$ cat src/rtl/pn_activity_sequencer.sv
// Burst sequencer for the power-noise aggressor array: staggered thermometer ramp up, hold, ramp down, idle gap.
// Latency: all outputs registered; start accepted on the sampling edge, stop acts on the edge after it is sampled.
// Backpressure: none; start is only honoured in IDLE, stop is latched and drains the current burst gracefully.
module pn_activity_sequencer #(
    parameter int NUM_PN_UNITS = 2,
    parameter int STAGE_CYCLES = 16,
    parameter int ON_CYCLES    = 1000,
    parameter int OFF_CYCLES   = 1000,
    parameter int NUM_BURSTS   = 0,
    parameter int CNT_W        = 32
) (
    input  logic                    dut_clk,
    input  logic                    reset_n,
    input  logic                    start,
    input  logic                    stop,
    output logic [NUM_PN_UNITS-1:0] unit_en,
    output logic                    active,
    output logic                    done,
    output logic [15:0]             burst_cnt
);

    typedef enum logic [2:0] {
        S_IDLE      = 3'd0,
        S_RAMP_UP   = 3'd1,
        S_ON        = 3'd2,
        S_RAMP_DOWN = 3'd3,
        S_OFF       = 3'd4
    } state_t;

    // Counters hold "edges since last step"; a step fires when they reach LIMIT-1.
    localparam logic [CNT_W-1:0]        STAGE_LAST = CNT_W'(STAGE_CYCLES - 1);
    localparam logic [CNT_W-1:0]        ON_LAST    = CNT_W'(ON_CYCLES - 1);
    localparam logic [CNT_W-1:0]        OFF_LAST   = CNT_W'(OFF_CYCLES - 1);
    localparam logic [CNT_W-1:0]        CNT_ONE    = CNT_W'(1);
    localparam logic [15:0]             BURST_LIM  = 16'(NUM_BURSTS);
    localparam logic [NUM_PN_UNITS-1:0] EN_FIRST   = NUM_PN_UNITS'(1);
    localparam logic [NUM_PN_UNITS-1:0] EN_ALL     = '1;

    state_t                    state, state_nxt;
    logic [NUM_PN_UNITS-1:0]   en_nxt;
    logic [NUM_PN_UNITS-1:0]   en_up;
    logic [NUM_PN_UNITS-1:0]   en_dn;
    logic [CNT_W-1:0]          cnt, cnt_nxt;
    logic [15:0]               burst_nxt;
    logic [15:0]               burst_inc;
    logic                      done_nxt;
    logic                      stop_pend, stop_pend_nxt;
    logic                      step_down;

    // One-bit thermometer moves; shifting keeps the code thermometer by construction.
    assign en_up     = (unit_en << 1) | EN_FIRST;
    assign en_dn     = unit_en >> 1;
    assign burst_inc = (burst_cnt == 16'hFFFF) ? burst_cnt : burst_cnt + 16'd1;
    assign active    = (state != S_IDLE);

    // State and output registers; async reset clears everything immediately.
    always_ff @(posedge dut_clk or negedge reset_n) begin
        if (!reset_n) begin
            state     <= S_IDLE;
            unit_en   <= '0;
            cnt       <= '0;
            burst_cnt <= '0;
            done      <= 1'b0;
            stop_pend <= 1'b0;
        end else begin
            state     <= state_nxt;
            unit_en   <= en_nxt;
            cnt       <= cnt_nxt;
            burst_cnt <= burst_nxt;
            done      <= done_nxt;
            stop_pend <= stop_pend_nxt;
        end
    end

    // Next-state, thermometer stepping, burst accounting and stop handling.
    always_comb begin
        state_nxt     = state;
        en_nxt        = unit_en;
        cnt_nxt       = cnt;
        burst_nxt     = burst_cnt;
        done_nxt      = 1'b0;
        stop_pend_nxt = stop_pend | stop;
        step_down     = 1'b0;

        case (state)
            S_IDLE: begin
                stop_pend_nxt = 1'b0;
                cnt_nxt       = '0;
                if (start && !stop) begin
                    en_nxt    = EN_FIRST;
                    burst_nxt = '0;
                    // A single unit is already fully on after the first step.
                    state_nxt = (EN_FIRST == EN_ALL) ? S_ON : S_RAMP_UP;
                end
            end
            S_RAMP_UP: begin
                if (stop_pend) begin
                    step_down = 1'b1;
                end else if (cnt == STAGE_LAST) begin
                    en_nxt  = en_up;
                    cnt_nxt = '0;
                    if (en_up == EN_ALL) begin
                        state_nxt = S_ON;
                    end
                end else begin
                    cnt_nxt = cnt + CNT_ONE;
                end
            end
            S_ON: begin
                if (stop_pend || cnt == ON_LAST) begin
                    step_down = 1'b1;
                end else begin
                    cnt_nxt = cnt + CNT_ONE;
                end
            end
            S_RAMP_DOWN: begin
                if (cnt == STAGE_LAST) begin
                    step_down = 1'b1;
                end else begin
                    cnt_nxt = cnt + CNT_ONE;
                end
            end
            S_OFF: begin
                if (stop_pend) begin
                    // Stopping in the gap ends the run without counting a burst.
                    state_nxt     = S_IDLE;
                    done_nxt      = 1'b1;
                    cnt_nxt       = '0;
                    stop_pend_nxt = 1'b0;
                end else if (cnt == OFF_LAST) begin
                    en_nxt    = EN_FIRST;
                    cnt_nxt   = '0;
                    state_nxt = (EN_FIRST == EN_ALL) ? S_ON : S_RAMP_UP;
                end else begin
                    cnt_nxt = cnt + CNT_ONE;
                end
            end
            default: begin
                state_nxt     = S_IDLE;
                en_nxt        = '0;
                cnt_nxt       = '0;
                stop_pend_nxt = 1'b0;
            end
        endcase

        // Shared ramp-down step: clearing the last bit completes the burst.
        if (step_down) begin
            en_nxt  = en_dn;
            cnt_nxt = '0;
            if (en_dn == '0) begin
                burst_nxt = burst_inc;
                if (stop_pend || (NUM_BURSTS != 0 && burst_inc == BURST_LIM)) begin
                    state_nxt     = S_IDLE;
                    done_nxt      = 1'b1;
                    stop_pend_nxt = 1'b0;
                end else begin
                    state_nxt = S_OFF;
                end
            end else begin
                state_nxt = S_RAMP_DOWN;
            end
        end
    end

endmodule

$ cat config.mk
export PLATFORM = sky130hd
export DESIGN_NAME = pn_activity_sequencer
export DESIGN_NICKNAME = d
export VERILOG_FILES = /design/src/rtl/pn_activity_sequencer.sv
export SDC_FILE = /design/constraint.sdc
export NUM_CORES = 1
export LEC_CHECK = 0
export CAP_MARGIN = 20
export CORE_AREA = 2 2 82 84
export CTS_BUF_LIST = sky130_fd_sc_hd__clkbuf_8 sky130_fd_sc_hd__clkbuf_16
export DETAILED_ROUTE_END_ITERATION = 12
export DIE_AREA = 0 0 84 86
export GPL_ROUTABILITY_DRIVEN = 0
export PLACE_DENSITY = 0.73
export SYNTH_ARGS = -nofsm -noshare
export SYNTH_HDL_FRONTEND = slang
export SYNTH_SLANG_ARGS = --single-unit
$ cat constraint.sdc
create_clock -name dut_clk -period 3.1 [get_ports dut_clk]
set_input_delay 0.62 -clock dut_clk [delete_from_list [all_inputs] [get_ports dut_clk]]
set_output_delay 0.62 -clock dut_clk [all_outputs]
set_load 0.03 [all_outputs]
==> metrics.md <==
| Metric | Value |
|---|---|
| Status | `completed` |
| Number of sinks driven by the clock tree | `55` |
| Gate Count Post-Synth | `324` |
| Required time of the worst setup path | `3.27 ns` |
| Area grow syn2layout | `13.2%` |
| Crit path cell chain | `ha_1, and4bb_2, nand4_2, a311oi_4, o211ai_2, o311ai_0, o41ai_1` |
| Number of buffer cells added on primary ports | `23` |
| Number of antenna violations at the first check in global routing | `0` |
| Post-detailed-placement half-perimeter wirelength | `4.47 mm` |
| Maximum net fanout on the critical path | `20` |
| Antenna diodes | `0` |
| Core footprint | `0.00628 mm²` |
| Final Total Pwr | `2.42 mW` |
| Reported net switching power | `1.02 mW` |
| Type of element launching the critical path | `register` |
| Total via count after detailed routing | `2501` |
| Post-Syn Area per Cell | `9.48 µm²` |
| Clock tree from TritonCTS | `done` |
| Final number of max-transition violations | `0` |
| Largest net degree at the start of global routing | `35` |
| Final period utilization | `0.850` |
| Final count of hold timing violations | `0` |
| IR Drop Worst-Case VDD | `494 µV` |
| Mean number of vias per cell | `5.91` |
| Worst-case clock buffer depth | `2` |
| Combinational power share | `0.401` |
| Number of buffers inserted to repair setup after CTS | `0` |
| Arrival @ worst endpoint | `2.81 ns` |
| Wire length of the first global-routing pass | `11.2 mm` |
| Number of max-cap violations | `0` |
| DRC violation total after the first TritonRoute iteration | `128` |
| Highest metal used | `met4` |
| Pwr dens | `696 mW/mm²` |
| Num CTS Buffers | `5` |
| Row cnt | `29` |
| Io pins | `24` |
| Count of H-tree levels built during CTS | `2` |
| Slew Limit Headroom | `0.440` |
| Net count after synthesis | `330` |
| Worst clock skew | `0.0190 ns` |
| Startpoint of the most critical register-to-register path | `cnt[0]` |
| Met3 routed WL | `263 µm` |
| Number of nets at the end of the flow | `351` |
| Post-synthesis sequential element count | `55` |
| Routed wirelength normalized by instance count | `15.0 µm` |
| # resized after CTS | `0` |
| TritonRoute pass-1 iters | `4` |
| Clock slew seen by the registers of the worst setup and hold paths | `0.11 ns` |
| Worst-path cell with the longest stage delay | `sky130_fd_sc_hd__o311ai_0` |
| Worst hold slack after final layout | `0.367 ns` |
| Setup repair after global routing missed its margin | `false` |
| Total length of routed wires | `6.36 mm` |
| Floorplan die height | `86 µm` |
| Class of the most critical setup path | `register to register` |
| Post-synth ARST share | `1.00` |
| Vias in the first global route | `2407` |
| Endpoint class of the critical path | `register` |
| Setup violators final | `0` |
| Type of the worst min-delay path | `input pin to asynchronous set/reset pin` |
| Top Family by Delay on Critical Path | `compound AO/OA/AOI/OAI gates` |
| Proportion of layout cells with a drive suffix above 1 | `0.0809` |
| Fraction of power consumed by sequential logic | `0.399` |
| Final period demand of the worst path | `2.63 ns` |
| Peak Freq | `0.380 GHz` |
| Least-Margin Pin Slew | `0.837 ns` |
| Die outline area | `0.00722 mm²` |
| Clock latency of the later-clocked register in the worst-skew pair | `0.31 ns` |
| Clock root cell | `sky130_fd_sc_hd__clkbuf_8` |
| Proportion of netlist area held by the largest area contributor | `0.448` |
| Power share of the clock group | `0.200` |
| Width of the chip | `84 µm` |
| Critical Path Source | `cnt[0]` |
| Most area-consuming cells after synthesis | `sky130_fd_sc_hd__dfrtp_1 (45%), sky130_fd_sc_hd__nor2_1 (6.4%), sky130_fd_sc_hd__xor2_1 (5.7%), sky130_fd_sc_hd__nand2_1 (3.4%), sky130_fd_sc_hd__xnor2_1 (2.9%)` |
| Predominant post-synthesis flop cell | `sky130_fd_sc_hd__dfrtp_1` |
| Total routing resource utilization after global routing | `0.188` |
| Post-Place Cells | `415` |
| Fraction of power spent switching nets | `0.423` |
| Global route overflow | `0` |
| Post-synthesis sequential area ratio | `0.448` |
| Total length of routed met2 wires | `3.03 mm` |
| Fin Setup TNS | `0 ns` |
| Count of hold-fix buffers inserted at cts | `0` |
| Synth area leader | `sky130_fd_sc_hd__dfrtp_1` |
| Total standard cell area after synthesis | `0.00307 mm²` |
| ANT nets after route | `0` |
| Standby leakage power | `1.45 nW` |
| Fin cells | `423` |
| Initial Util | `0.489` |
| Remaining design rule violation count | `0` |
| Unique masters post-synth | `58` |
| Count of flip-flops with a built-in enable after synthesis | `0` |
| Internal reg-to-reg setup slack | `0.47 ns` |
| Peak per-stage delay on the critical path | `0.44 ns` |
| Number of warnings issued by yosys | `0` |
| Routed length on met1 | `2.96 mm` |
| Internal power | `1.40 mW` |
| Buffering stage count on the worst path with inverters included | `0` |
cells by family after synthesis:
family / synth area share
AND/OR/NAND/NOR: 0.282
buffers and inverters: 0.0257
XOR/XNOR: 0.0855
AO/OA/AOI/OAI: 0.121
adder cells (fa/ha/maj): 0.00815
multiplexers: 0.0297
flip-flops: 0.448
power by group through the flow:
stage               Sequential (mW)  Clock (mW)  Combinational [mW]
detailed placement            0.976           0               0.971
floorplan                     0.990           0               0.672
global placement              0.970           0               0.949
CTS                           0.961       0.497               0.972
finish                        0.965       0.485               0.970
global route                  0.983       0.519                1.06
cell usage in the layout, fill, tap and decap left out, types with 5 or more instances in the layout:
cell	count
sky130_fd_sc_hd__xor2_1	20
sky130_fd_sc_hd__inv_1	6
sky130_fd_sc_hd__nand2_1	28
sky130_fd_sc_hd__dfrtp_1	55
sky130_fd_sc_hd__and3_1	10
sky130_fd_sc_hd__nand4_1	8
sky130_fd_sc_hd__o21ai_0	8
sky130_fd_sc_hd__clkbuf_8	5
sky130_fd_sc_hd__a21oi_1	9
sky130_fd_sc_hd__clkdlybuf4s50_1	22
sky130_fd_sc_hd__xnor2_1	10
sky130_fd_sc_hd__nor3_1	9
sky130_fd_sc_hd__nand3_1	17
sky130_fd_sc_hd__mux2i_1	8
sky130_fd_sc_hd__and4_1	7
sky130_fd_sc_hd__or3_1	6
sky130_fd_sc_hd__nor2_1	51
cell type report:
| type | instances | area (µm²) |
|---|---|---|
| clock buffers | 5 | 68.8 |
| clock inverters | 3 | 42.5 |
| fillers | 555 | 2800 |
| inverters | 5 | 18.8 |
| multi-input cells | 251 | 1620 |
| flip-flops and latches | 55 | 1380 |
| well taps | 77 | 96.3 |
| repair buffers | 27 | 255 |
per-stage QoR:
step | instance area [µm²] | utilization | setup WS (ns)
2_1_floorplan | 3070 | - | 0.836
3_3_place_gp | 3370 | 0.536 | 0.607
3_5_place_dp | 3370 | 0.536 | 0.519
4_1_cts | 3480 | 0.554 | 0.488
5_1_grt | 3480 | 0.554 | 0.224
6_report | 3480 | 0.554 | 0.465
metal layers:
| metal | vias up | track usage |
|---|---|---|
| met4 | 0 | 0.0528 |
| met3 | 13 | 0.0346 |
| met5 | - | 0 |
| li1 | 1208 | - |
| met2 | 65 | 0.319 |
| met1 | 1215 | 0.248 |
synthesized netlist by cell type, types with 3 or more instances:
master	count
sky130_fd_sc_hd__dfrtp_1	55
sky130_fd_sc_hd__nor2_1	52
sky130_fd_sc_hd__nand2_1	28
sky130_fd_sc_hd__xor2_1	20
sky130_fd_sc_hd__nand3_1	17
sky130_fd_sc_hd__and3_1	10
sky130_fd_sc_hd__xnor2_1	10
sky130_fd_sc_hd__a21oi_1	9
sky130_fd_sc_hd__nor3_1	9
sky130_fd_sc_hd__clkbuf_1	8
sky130_fd_sc_hd__mux2i_1	8
sky130_fd_sc_hd__nand4_1	8
sky130_fd_sc_hd__o21ai_0	8
sky130_fd_sc_hd__and4_1	7
sky130_fd_sc_hd__or3_1	6
sky130_fd_sc_hd__inv_1	5
sky130_fd_sc_hd__nor2b_1	4
sky130_fd_sc_hd__nor4_1	4
sky130_fd_sc_hd__nor4_2	4
sky130_fd_sc_hd__buf_2	3
sky130_fd_sc_hd__o311ai_0	3
sky130_fd_sc_hd__o31ai_1	3
registers in the layout, indices dropped and copies added (netlist names):
signal     cells
burst_cnt     16
cnt           32
done           1
state          3
stop_pend      1
unit_en        2
worst paths after layout:
check                           depth (start not counted)           end
worst max register to register                          7  burst_cnt[3]
worst max-delay path                                    7  burst_cnt[3]
min in group dut_clk                                    1        cnt[0]
max in group asynchronous                               2  burst_cnt[0]
worst min-delay path                                    1          done
worst min register to register                          1        cnt[0]
(Power assumes the default switching activity.)
